`src/rtl/instr_encoder_if.sv`:
```
// instr_encoder_if: field-bundle input and instruction-stream output handshakes of the encoder
interface instr_encoder_if;
  logic        in_valid;
  logic        in_ready;
  logic [2:0]  in_encoding;
  logic [6:0]  in_opcode;
  logic [4:0]  in_rd;
  logic [4:0]  in_rs1;
  logic [4:0]  in_rs2;
  logic [2:0]  in_funct3;
  logic [6:0]  in_funct7;
  logic [31:0] in_imm;
  logic        out_valid;
  logic        out_ready;
  logic [31:0] out_instr;
  modport master (
    output in_valid, in_encoding, in_opcode, in_rd, in_rs1, in_rs2, in_funct3, in_funct7, in_imm, out_ready,
    input  in_ready, out_valid, out_instr
  );
  modport slave (
    input  in_valid, in_encoding, in_opcode, in_rd, in_rs1, in_rs2, in_funct3, in_funct7, in_imm, out_ready,
    output in_ready, out_valid, out_instr
  );
endinterface

```
`src/rtl/instr_encoder.sv`:
```
// instr_encoder: packs RV32I fields + immediate into instruction words queued in a FIFO; IMM_RANGE_CHECK_EN rejects unencodable immediates
module instr_encoder #(
  parameter int DEPTH = 4,
  parameter int ERR_W = 8
) (
  input  logic             clk,
  input  logic             reset_n,
  instr_encoder_if.slave   bus,
  output logic [ERR_W-1:0] err_count
);
  localparam int AW = $clog2(DEPTH);
  logic [DEPTH-1:0][31:0] mem_q, mem_d;
  logic [AW-1:0]          wr_q, wr_d, rd_q, rd_d;
  logic [AW:0]            cnt_q, cnt_d;
  logic [31:0]            last_q, last_d;
  logic [ERR_W-1:0]       err_q, err_d;
  logic [31:0]            enc, imm;
  logic [2:0]             e;
  logic                   accept, push, pop, bad, reject;
  assign e   = bus.in_encoding;
  assign imm = bus.in_imm;
  // pack fields into the instruction word selected by the format code
  always_comb
    enc = e == 3'd0 ? {bus.in_funct7, bus.in_rs2, bus.in_rs1, bus.in_funct3, bus.in_rd, bus.in_opcode} :
          e == 3'd1 ? {imm[11:0], bus.in_rs1, bus.in_funct3, bus.in_rd, bus.in_opcode} :
          e == 3'd2 ? {imm[11:5], bus.in_rs2, bus.in_rs1, bus.in_funct3, imm[4:0], bus.in_opcode} :
          e == 3'd3 ? {imm[12], imm[10:5], bus.in_rs2, bus.in_rs1, bus.in_funct3, imm[4:1], imm[11], bus.in_opcode} :
          e == 3'd4 ? {imm[31:12], bus.in_rd, bus.in_opcode} :
                      {imm[20], imm[10:1], imm[11], imm[19:12], bus.in_rd, bus.in_opcode};
`ifdef IMM_RANGE_CHECK_EN
  // immediate must sign-extend from the format's top bit; B/J offsets must be even
  always_comb
    bad = (e == 3'd1 || e == 3'd2) ? !(&imm[31:11] || ~|imm[31:11]) :
          e == 3'd3 ? !(&imm[31:12] || ~|imm[31:12]) || imm[0] :
          e == 3'd5 ? !(&imm[31:20] || ~|imm[31:20]) || imm[0] :
          e == 3'd4 ? |imm[11:0] : 1'b0;
`else
  // without the checker, out-of-range immediates are truncated by the packing above
  always_comb bad = 1'b0;
`endif
  assign bus.in_ready  = cnt_q != (AW+1)'(DEPTH);
  assign bus.out_valid = cnt_q != '0;
  assign bus.out_instr = bus.out_valid ? mem_q[rd_q] : last_q;
  assign err_count     = err_q;
  assign accept        = bus.in_valid && bus.in_ready;
  assign reject        = e > 3'd5 || bad;
  assign push          = accept && !reject;
  assign pop           = bus.out_valid && bus.out_ready;
  // FIFO bookkeeping, remembered head for the empty case, saturating reject counter
  always_comb begin
    mem_d = mem_q;
    if (push) mem_d[wr_q] = enc;
    wr_d   = push ? wr_q + 1'b1 : wr_q;
    rd_d   = pop ? rd_q + 1'b1 : rd_q;
    cnt_d  = cnt_q + {{AW{1'b0}}, push} - {{AW{1'b0}}, pop};
    last_d = pop ? mem_q[rd_q] : last_q;
    err_d  = (accept && reject && err_q != '1) ? err_q + 1'b1 : err_q;
  end
  // state registers; reset discards queued words and clears the counter
  always_ff @(posedge clk or negedge reset_n)
    if (!reset_n) begin
      mem_q  <= '0;
      wr_q   <= '0;
      rd_q   <= '0;
      cnt_q  <= '0;
      last_q <= '0;
      err_q  <= '0;
    end else begin
      mem_q  <= mem_d;
      wr_q   <= wr_d;
      rd_q   <= rd_d;
      cnt_q  <= cnt_d;
      last_q <= last_d;
      err_q  <= err_d;
    end
endmodule

```
`src/flat_wrapper.sv`:
```
// flat-port wrapper written by rule: the top's interface ports become plain ports
module instr_encoder_flat 
#(
  parameter int DEPTH = 4,
  parameter int ERR_W = 8
)
  (clk, reset_n, err_count, bus_in_valid, bus_in_encoding, bus_in_opcode, bus_in_rd, bus_in_rs1, bus_in_rs2, bus_in_funct3, bus_in_funct7, bus_in_imm, bus_out_ready, bus_in_ready, bus_out_valid, bus_out_instr);
  instr_encoder_if bus_i ();
  input  logic clk;
  input  logic reset_n;
  output logic [ERR_W-1:0] err_count;
  input wire logic [$bits(bus_i.in_valid)-1:0] bus_in_valid;
  input wire logic [$bits(bus_i.in_encoding)-1:0] bus_in_encoding;
  input wire logic [$bits(bus_i.in_opcode)-1:0] bus_in_opcode;
  input wire logic [$bits(bus_i.in_rd)-1:0] bus_in_rd;
  input wire logic [$bits(bus_i.in_rs1)-1:0] bus_in_rs1;
  input wire logic [$bits(bus_i.in_rs2)-1:0] bus_in_rs2;
  input wire logic [$bits(bus_i.in_funct3)-1:0] bus_in_funct3;
  input wire logic [$bits(bus_i.in_funct7)-1:0] bus_in_funct7;
  input wire logic [$bits(bus_i.in_imm)-1:0] bus_in_imm;
  input wire logic [$bits(bus_i.out_ready)-1:0] bus_out_ready;
  output wire logic [$bits(bus_i.in_ready)-1:0] bus_in_ready;
  output wire logic [$bits(bus_i.out_valid)-1:0] bus_out_valid;
  output wire logic [$bits(bus_i.out_instr)-1:0] bus_out_instr;
  assign bus_i.in_valid = bus_in_valid;
  assign bus_i.in_encoding = bus_in_encoding;
  assign bus_i.in_opcode = bus_in_opcode;
  assign bus_i.in_rd = bus_in_rd;
  assign bus_i.in_rs1 = bus_in_rs1;
  assign bus_i.in_rs2 = bus_in_rs2;
  assign bus_i.in_funct3 = bus_in_funct3;
  assign bus_i.in_funct7 = bus_in_funct7;
  assign bus_i.in_imm = bus_in_imm;
  assign bus_i.out_ready = bus_out_ready;
  assign bus_in_ready = bus_i.in_ready;
  assign bus_out_valid = bus_i.out_valid;
  assign bus_out_instr = bus_i.out_instr;
  instr_encoder #(.DEPTH(DEPTH), .ERR_W(ERR_W)) u_core (.clk(clk), .reset_n(reset_n), .bus(bus_i), .err_count(err_count));
endmodule
```
`config.mk`:
```
export PLATFORM = sky130hd
export DESIGN_NAME = instr_encoder_flat
export DESIGN_NICKNAME = d
export VERILOG_FILES = /design/src/rtl/instr_encoder_if.sv /design/src/rtl/instr_encoder.sv /design/src/flat_wrapper.sv
export SDC_FILE = /design/constraint.sdc
export NUM_CORES = 1
export LEC_CHECK = 0
export CAP_MARGIN = 40
export CORE_UTILIZATION = 55
export DETAILED_ROUTE_END_ITERATION = 7
export PLACE_DENSITY = 0.8
export SLEW_MARGIN = 20
export SYNTH_ARGS = -nofsm -noshare
export SYNTH_HDL_FRONTEND = slang
export SYNTH_SLANG_ARGS = --single-unit
```
`constraint.sdc`:
```
create_clock -name clk -period 2.8 [get_ports clk]
set_input_delay 0.42 -clock clk [delete_from_list [all_inputs] [get_ports clk]]
set_output_delay 0.42 -clock clk [all_outputs]
set_load 0.02 [all_outputs]
```
==> summary.txt <==
Run status
  • Status: complete, but fails checks
  • Failing checks: design-rule violations

Logic synthesis
  • Yosys cell types: 38
  • Number of synthesized flops with an enable pin: 0
  • Proportion of synthesized area in mux cells: 29.4%
  • Most instantiated cells after synthesis: dfrtp_1, mux2_2, nand2_1
  • Synth Area in Simple Gates: 6.30%
  • Largest family of logic cells by synthesized area: multiplexers
  • Synth top area share: 52.5%
  • Mapped Cells: 646
  • Post-Syn Area: ~0.0083 mm^2
  • XOR/XNOR Fraction of Synth Area: 0.945%
  • Compound-cell area share of the yosys netlist: 6.43%
  • Average cell area after synthesis: 12.9 um^2
  • Number of synthesized register bits: 175
  • Synth Warn #: 0
  • Top post-synthesis cells by area: dfrtp_1, mux2_2, mux4_2
  • Sequential element share of the synthesized area: 52.5%
  • Most common flop cell mapped by yosys: dfrtp_1
  • Syn Nets: 725
  • Cell taking the most area after synthesis: dfrtp_1
  • Ys async rst share: 100%
  • Synth Area in Adders: 1.29%
  • Most common cell in the synthesized netlist: dfrtp_1

Routing
  • Starting DRT DRC Count: 365
  • Routed WL: around 18,000 um
  • DRC: 23
  • Routed len/inst: 19.3 um
  • DR vias: 5,600
  • Via density per instance: 5.88
  • Drt pass-1 iters: 8
  • Post-route ant nets: 0

Placement
  • Port bufs: around 110
  • GP Congestion: 0.811
  • Pre-CTS setup slack: 0.229 ns
  • DP HPWL: 12,300 um

Timing
  • Post-route setup slack: approximately 0.16 ns
  • RSZ-0062 raised after global routing: false
  • Tmin final: roughly 2.6 ns
  • Slew HR: 53.9%
  • Setup Skew: 0.0113 ns
  • Final slew viol count: 0
  • Worst-Margin Slew: 0.692 ns
  • Max Clk Rate: ~380 MHz
  • Final Setup Violations: 0
  • Worst hold slack: 0.00155 ns
  • Final Hold Fails: 0
  • Period utilisation layout: 94.2%

Cells and area
  • Multi-input logic area: 0.00372 mm^2
  • Area grow syn2layout: 23.0%
  • Layout cells sized above 1: 28.8%
  • Fillers: approximately 980
  • # diodes: 0
  • Reg area: 0.00438 mm^2
  • Layout net count: 834

Global route
  • GRT overflow: 0
  • Vias in the first global route: 5,883
  • First-pass GRT wire length: 30,400 um
  • Pin count of the biggest net entering global routing: 74
  • Gr usage total: roughly 25%
  • Initial antenna violation count: 1

Setup path
  • Req. time, crit path: 2.38 ns
  • Reg2reg end: u_core.cnt_q[2]
  • Crit-path max cell delay: 0.56 ns
  • R2R Setup Slk: roughly 0.34 ns
  • Setup crit start kind: flip-flop
  • R2R cell count: 9
  • CP cell instances: buf_12, mux4_2, mux2_2, dlygate4sd2_1
  • RR Startpoint: u_core.cnt_q[1]
  • Worst path depth: 4
  • Crit path arrival time: between 2 and 2.5 ns
  • CP max-delay cell: mux4_2
  • CP Max Fanout: 21
  • Setup CP Type: reg2out
  • Buf+Inv Stages, Crit Path: 2
  • Endpoint class of the critical path: output port
  • Cell family with the largest share of critical-path delay: multiplexers

Floorplanning
  • Die Width: 125 um
  • Die ar.: 0.0157 mm^2
  • Initial Utilization: 57.0%
  • Row Count: 44
  • Die Ht: 125 um
  • Core area: roughly 0.015 mm^2
  • # IOs: 113

Clock tree
  • Clk buf depth: 2
  • Post-CTS Hold Fix Bufs: 0
  • CTS Root Cell: clkbuf_16
  • Worst skew pair latency: between 0.4 and 0.5 ns
  • Worst-path clk slew: 0.07 ns
  • Clk sinks: 175
  • Post-CTS Setup Repair Bufs: 0
  • TritonCTS clock tree: yes
  • Clock buffer count from CTS: 17
  • H-Tree Depth: 4

Run
  • Max Cap Viol: 0

Min path
  • HP Class: in2async

Power and ir drop
  • Worst IR Drop VDD: 0.812 mV
  • LEAKAGE: 4.67 nW
  • Power Density: 1210 mW/mm^2
-- repair_timing --
item | CTS | global route
gates cloned | 0 | 0
resized for setup | 32 | 3
setup endpoints to repair | 32 | 3
-- stage by stage --
| step | power, W | area [um^2] | std cells | setup TNS, ns | util (%) |
|---|---|---|---|---|---|
| 2_1_floorplan | 0.00832 | 8340 | 646 | 0 | - |
| 3_3_place_gp | 0.0102 | 9690 | 920 | 0 | 66.2 |
| 3_5_place_dp | 0.0104 | 9690 | 920 | 0 | 66.2 |
| 4_1_cts | 0.0125 | 10300 | 952 | -0.108 | 70.0 |
| 5_1_grt | 0.0132 | 10300 | 952 | 0 | 70.1 |
| 6_report | 0.0124 | 10300 | 952 | 0 | 70.1 |
-- cell type report --
type                    count  share of cell area (%)
flip-flops and latches    175                    42.7
multi-input cells         419                    36.2
repair buffers            134                    12.8
clock buffers              22                    4.62
well taps                 184                    2.24
clock inverters            10                    1.10
inverters                   8                   0.293
-- logic make-up (layout without fill, tap and decap cells) --
logic type,after synthesis,in the layout
AND/OR/NAND/NOR,123,123
adder cells (fa/ha/maj),8,8
flip-flops,175,175
multiplexers,179,179
XOR/XNOR,9,9
buffers and inverters,52,174
AO/OA/AOI/OAI,100,100
-- state kept, by name (all words and copies together) (netlist names) --
signal,count
u_core.rd_q,2
u_core.wr_q,2
u_core.cnt_q,3
u_core.last_q,32
u_core.err_count,8
u_core.mem_q,128
-- per-layer routing --
metal	vias up	global-route usage [%]	routed length, um
li1	2517	-	-
met1	2865	32.1	7720
met2	193	43.9	9440
met3	23	4.36	962
met4	2	8.46	235
met5	-	0	17
-- how the worst max path moves through the flow --
stage	startpoint	endpoint	slack (ns)
after detailed placement	u_core.cnt_q[1]	u_core.cnt_q[2]	0.23
after global placement	u_core.cnt_q[1]	u_core.cnt_q[2]	0.28
final	u_core.rd_q[0]	bus_out_instr[31]	0.16
after global routing	u_core.rd_q[0]	bus_out_instr[31]	0.08
after floorplan	u_core.cnt_q[1]	u_core.cnt_q[2]	0.25
after CTS	u_core.rd_q[0]	bus_out_instr[18]	-0.04
-- report_power, final --
group	total, W	internal [W]	switching (W)
registers	0.00443	0.00373	0.000694
logic	0.00568	0.00303	0.00265
clock network	0.00234	0.00138	0.000959
-- layout by cell type, fill, tap and decap left out, drive strengths merged, types with 7 or more instances in the layout --
cell type / Yosys / layout
o21ai: 87 / 87
mux4: 32 / 32
ha: 7 / 7
buf: 26 / 24
mux2: 125 / 125
nand2: 91 / 91
a22oi: 8 / 8
mux2i: 22 / 22
clkbuf: 18 / 22
dfrtp: 175 / 175
nand3: 8 / 8
inv: 8 / 8
dlygate4sd2: 0 / 29
clkdlybuf4s50: 0 / 78
Note: power is estimated with default switching activity, not from simulation.
